==> config.mk <==
export PLATFORM = sky130hd
export DESIGN_NAME = uart_tx_fifo
export DESIGN_NICKNAME = d
export VERILOG_FILES = /design/src/rtl/uart_tx_fifo.sv
export SDC_FILE = /design/constraint.sdc
export NUM_CORES = 1
export LEC_CHECK = 0
export BUFFER_PORTS_ARGS = -buffer_cell sky130_fd_sc_hd__buf_2
export CORE_MARGIN = 1
export CORE_UTILIZATION = 40
export DETAILED_ROUTE_END_ITERATION = 8
export GPL_ROUTABILITY_DRIVEN = 1
export PLACE_DENSITY = 0.58
export SYNTH_ARGS = -nofsm -noshare
export SYNTH_HDL_FRONTEND = slang
export SYNTH_SLANG_ARGS = --single-unit
==> constraint.sdc <==
create_clock -name clk -period 5.6 [get_ports clk]
set_clock_uncertainty 0.05 [all_clocks]
set_input_delay 0.28 -clock clk [delete_from_list [all_inputs] [get_ports clk]]
set_output_delay 0.28 -clock clk [all_outputs]
set_load 0.05 [all_outputs]
==> src/rtl/uart_tx_fifo.sv <==
// Byte-oriented UART transmitter (8N1, LSB first) fed by a small circular FIFO.
// The FIFO pops straight into the shift register, so back-to-back frames leave no idle gap on tx.
module uart_tx_fifo #(
    parameter int CLK_DIV = 100,
    parameter int FIFO_AW = 2
) (
    input  logic       clk,
    input  logic       rst_n,
    input  logic       wr_en,
    input  logic [7:0] wr_data,
    output logic       full,
    output logic       busy,
    output logic       overflow,
    output logic       tx
);

    localparam int DEPTH = 1 << FIFO_AW;
    localparam int TW    = $clog2(CLK_DIV);

    localparam logic [TW-1:0]      T_LAST   = TW'(CLK_DIV - 1);
    localparam logic [TW-1:0]      T_ONE    = TW'(1);
    localparam logic [FIFO_AW-1:0] PTR_ONE  = FIFO_AW'(1);
    localparam logic [FIFO_AW:0]   CNT_ONE  = (FIFO_AW + 1)'(1);
    localparam logic [FIFO_AW:0]   CNT_FULL = (FIFO_AW + 1)'(DEPTH);

    typedef enum logic [1:0] {
        IDLE  = 2'd0,
        START = 2'd1,
        DATA  = 2'd2,
        STOP  = 2'd3
    } state_t;

    logic [7:0]         mem_q [DEPTH];

    state_t             state_q,   state_d;
    logic [TW-1:0]      timer_q,   timer_d;
    logic [2:0]         bit_idx_q, bit_idx_d;
    logic [7:0]         shift_q,   shift_d;
    logic               tx_q,      tx_d;
    logic [FIFO_AW-1:0] wr_ptr_q,  wr_ptr_d;
    logic [FIFO_AW-1:0] rd_ptr_q,  rd_ptr_d;
    logic [FIFO_AW:0]   count_q,   count_d;
    logic               overflow_q, overflow_d;

    logic wr_acc;
    logic timer_done;
    logic pop;

    always_comb begin
        // A full FIFO refuses the write even when a pop frees a slot on the same edge.
        wr_acc     = wr_en && (count_q != CNT_FULL);
        timer_done = (timer_q == T_LAST);
        pop        = (count_q != '0) &&
                     ((state_q == IDLE) || ((state_q == STOP) && timer_done));

        wr_ptr_d   = wr_ptr_q;
        rd_ptr_d   = rd_ptr_q;
        count_d    = count_q;
        overflow_d = overflow_q;

        if (wr_acc) begin
            wr_ptr_d = wr_ptr_q + PTR_ONE;
        end
        if (wr_en && !wr_acc) begin
            overflow_d = 1'b1;
        end
        if (pop) begin
            rd_ptr_d = rd_ptr_q + PTR_ONE;
        end
        case ({wr_acc, pop})
            2'b10:   count_d = count_q + CNT_ONE;
            2'b01:   count_d = count_q - CNT_ONE;
            default: count_d = count_q;
        endcase
    end

    always_comb begin
        state_d   = state_q;
        timer_d   = timer_q;
        bit_idx_d = bit_idx_q;
        shift_d   = shift_q;
        tx_d      = tx_q;

        case (state_q)
            IDLE: begin
                timer_d = '0;
                if (pop) begin
                    shift_d = mem_q[rd_ptr_q];
                    state_d = START;
                    tx_d    = 1'b0;
                end
            end
            START: begin
                if (timer_done) begin
                    timer_d   = '0;
                    bit_idx_d = 3'd0;
                    state_d   = DATA;
                    tx_d      = shift_q[0];
                end else begin
                    timer_d = timer_q + T_ONE;
                end
            end
            DATA: begin
                if (timer_done) begin
                    timer_d = '0;
                    shift_d = shift_q >> 1;
                    if (bit_idx_q == 3'd7) begin
                        state_d = STOP;
                        tx_d    = 1'b1;
                    end else begin
                        bit_idx_d = bit_idx_q + 3'd1;
                        tx_d      = shift_q[1];
                    end
                end else begin
                    timer_d = timer_q + T_ONE;
                end
            end
            STOP: begin
                if (timer_done) begin
                    timer_d = '0;
                    if (pop) begin
                        shift_d = mem_q[rd_ptr_q];
                        state_d = START;
                        tx_d    = 1'b0;
                    end else begin
                        state_d = IDLE;
                        tx_d    = 1'b1;
                    end
                end else begin
                    timer_d = timer_q + T_ONE;
                end
            end
            default: begin
                state_d = IDLE;
                timer_d = '0;
                tx_d    = 1'b1;
            end
        endcase
    end

    always_ff @(posedge clk or negedge rst_n) begin
        if (!rst_n) begin
            state_q    <= IDLE;
            timer_q    <= '0;
            bit_idx_q  <= 3'd0;
            shift_q    <= 8'd0;
            tx_q       <= 1'b1;
            wr_ptr_q   <= '0;
            rd_ptr_q   <= '0;
            count_q    <= '0;
            overflow_q <= 1'b0;
        end else begin
            state_q    <= state_d;
            timer_q    <= timer_d;
            bit_idx_q  <= bit_idx_d;
            shift_q    <= shift_d;
            tx_q       <= tx_d;
            wr_ptr_q   <= wr_ptr_d;
            rd_ptr_q   <= rd_ptr_d;
            count_q    <= count_d;
            overflow_q <= overflow_d;
        end
    end

    // Storage carries no reset; stale entries are never read because count gates every pop.
    always_ff @(posedge clk) begin
        if (wr_acc) begin
            mem_q[wr_ptr_q] <= wr_data;
        end
    end

    assign full     = (count_q == CNT_FULL);
    assign busy     = (state_q != IDLE) || (count_q != '0);
    assign overflow = overflow_q;
    assign tx       = tx_q;

endmodule

==> impl_metrics.ini <==
[flow_run]
max_cap_viol_count = 0

[route]
wl_um = 4510
antenna_left = 0
avgRoutedWirePerCell_um = 13.7
drtIter0Drc = 103
num_vias = 1602
via_per_inst = 4.87
route.detailed.drc = 0
drt_pass1_iterations = 4

[global_routing]
grt_pass1_wl_um = 7750
antenna_found_initial = 0
grt_pass1_vias = 1597
grt-ovfl-total = 0
grt_usage_pct = 14.3
grt_max_degree = 30

[worst_hold_path]
hold_path.class = primary input to flop
whs_path_depth = 1
min_from = wr_data[1]
holdPathEnd = mem_q[2][1]

[setup_path]
critPathArrivalTime_ps = 2850
r2r_slack_ps = 2920
reg2reg_depth = 6
path_class = flop to flop
required_ps = 5770
crit_path_max_fanout = 10
rr_startpoint = timer_q[4]
r2r_end = count_q[1]
cp-start-kind = flop
end_kind = flop

[placed_design]
io_buffer_count = 14
dp.final_hpwl_um = 3050
gp_congestion = 0.747

[clocking]
clock_latency_ps = 340
holdBufCountCts = 1
clk_pin_slew_ps = 70
cts_htree_levels = 3
clock_path_buffers = 2
clock_sinks = 61
cts_root_buf = clkbuf_8
ctsResizeCount = 0
tritoncts = done
cts_setup_buffers = 0
cts_buffers = 9

[timing]
grt_setup_unrepaired = no
max-slew-margin-rel_pct = 39.7
hold_viol = 0
setup_viol = 0
slew_viol_final = 0
timing.final.crit_share_pct = 47.9
tns_ps = 0
fmax_ghz = 0.373
timing.final.crit_period_ps = 2680
hold_slack_ps = 106
tightest_slew_ps = 902

[synth]
syn_inst = 208
synth.area.top_cells = edfxtp_1 (34%), dfrtp_1 (25%), mux4_2 (6.4%)
ys_seq_elements = 61
avgSynthCellArea_um2 = 13.6
synth_warnings = 0
synth_top_area_cell = edfxtp_1
synth_edf_count = 32
synth.top_cell.area_share_pct = 33.9
yosysUniqueCellTypes = 46
synth_flop_cell = edfxtp_1
synthArstFlopShare_pct = 47.5
syn_nets = 233
syn_area_mm2 = 0.00284
seq_area_frac_synth_pct = 59.5

[final_layout]
multi_input_area_mm2 = 0.00108
final_layout_size_suffix_gt1_share_pct = 22.3
fillers = 650
area_delta_synth_final_pct = 14.2
antenna_cells = 0
final_nets = 253
regArea_mm2 = 0.00169

[power]
ir_drop_mv = 0.308
power_leakage_nw = 1.29
power.density_mw_per_mm2 = 548

[floorplan]
coreArea_mm2 = 0.00683
die_h_um = 86.2
dieArea_mm2 = 0.00743
start_util_pct = 41.5
fp.dieW_um = 86.2
ioPinCount = 15
rows = 30

[outcome]
status = finished, final reports clean
## sequential cells by signal (all words and copies together) (netlist names)
register   count
state_q        2
mem_q         32
tx             1
timer_q        7
rd_ptr_q       2
wr_ptr_q       2
overflow       1
count_q        3
bit_idx_q      3
shift_q        8
## placed cells by master (no fill, tap or decap), drive strengths merged, types with 3 or more instances in the layout
| cell | netlist | routed |
|---|---|---|
| ha | 13 | 13 |
| clkbuf | 3 | 10 |
| nor2 | 13 | 13 |
| edfxtp | 32 | 32 |
| nand3 | 6 | 6 |
| and2 | 6 | 6 |
| nand2 | 29 | 29 |
| xnor2 | 6 | 6 |
| mux2 | 9 | 9 |
| bufinv | 0 | 3 |
| o21ai | 6 | 6 |
| mux4 | 8 | 8 |
| a21oi | 5 | 5 |
| buf | 3 | 14 |
| inv | 8 | 8 |
| xor2 | 5 | 5 |
| dfrtp | 28 | 28 |
| a22o | 3 | 3 |
## cells by family after synthesis
| family | synth area share (%) |
|---|---|
| AO/OA/AOI/OAI | 7.76 |
| XOR/XNOR | 3.40 |
| adder cells (fa/ha/maj) | 6.44 |
| buffers and inverters | 2.29 |
| flip-flops | 59.5 |
| multiplexers | 10.3 |
| AND/OR/NAND/NOR | 10.3 |
## per-stage QoR
step | cell area (µm²) | utilization [%] | total power [mW] | worst slack [ps] | std cells
detailed placement | 2990 | 43.8 | 1.33 | 2970 | 312
CTS | 3240 | 47.4 | 1.80 | 2950 | 329
global route | 3240 | 47.4 | 1.89 | 2750 | 329
finish | 3240 | 47.4 | 1.77 | 2920 | 329
global placement | 2990 | 43.8 | 1.32 | 3000 | 312
floorplan | 2840 | - | 1.20 | 2500 | 208
## worst max-delay path by stage
| stage | start | end | slack (ps) | cells past startpoint |
|---|---|---|---|---|
| after floorplan | count_q[0] | count_q[1] | 2500 | 7 |
| after global placement | timer_q[4] | count_q[1] | 3000 | 6 |
| after detailed placement | timer_q[4] | count_q[1] | 2970 | 6 |
| after CTS | timer_q[4] | count_q[1] | 2950 | 6 |
| after global routing | timer_q[4] | count_q[1] | 2750 | 6 |
| final | timer_q[4] | count_q[1] | 2920 | 6 |
## critical path: stages (launching register included)
cell and delay [ps]:
dfrtp_1 410, nor2b_1 710, a31oi_1 240, nor2_1 230, ha_1 240, fa_1 410
mux2_2 260
## synthesized netlist by cell type, types with 2 or more instances
cell and number:
a21oi_1 3, a22o_1 3, and2_1 5, clkbuf_1 3, dfrtp_1 28, edfxtp_1 32, ha_1 13, inv_1 7
mux2_2 8, mux4_2 8, nand2_1 29, nand3_1 6, nor2_1 13, nor2b_1 2, nor3_1 2, o21ai_0 6
or3_1 2, xnor2_1 6, xor2_1 5
## cell type report
cell class / instances / area share (%)
multi-input cells: 133 / 33.4
inverters: 8 / 0.927
clock inverters: 6 / 3.44
clock buffers: 10 / 3.94
flip-flops and latches: 61 / 52.1
repair buffers: 15 / 2.47
well taps: 96 / 3.71
## metal layers
layer | wire, µm | up-vias | track usage, %
met2 | 2070 | 28 | 20.9
met4 | 115 | 0 | 9.39
met5 | 0 | - | 0
met3 | 138 | 12 | 3.43
li1 | - | 788 | -
met1 | 2190 | 774 | 19.1
## report_power, final
group,leakage (nW),switching [mW],internal [mW]
Combinational,0.525,0.316,0.275
Clock,0.116,0.172,0.296
Sequential,0.651,0.102,0.614
No activity file was read; power rests on OpenSTA's default activity.
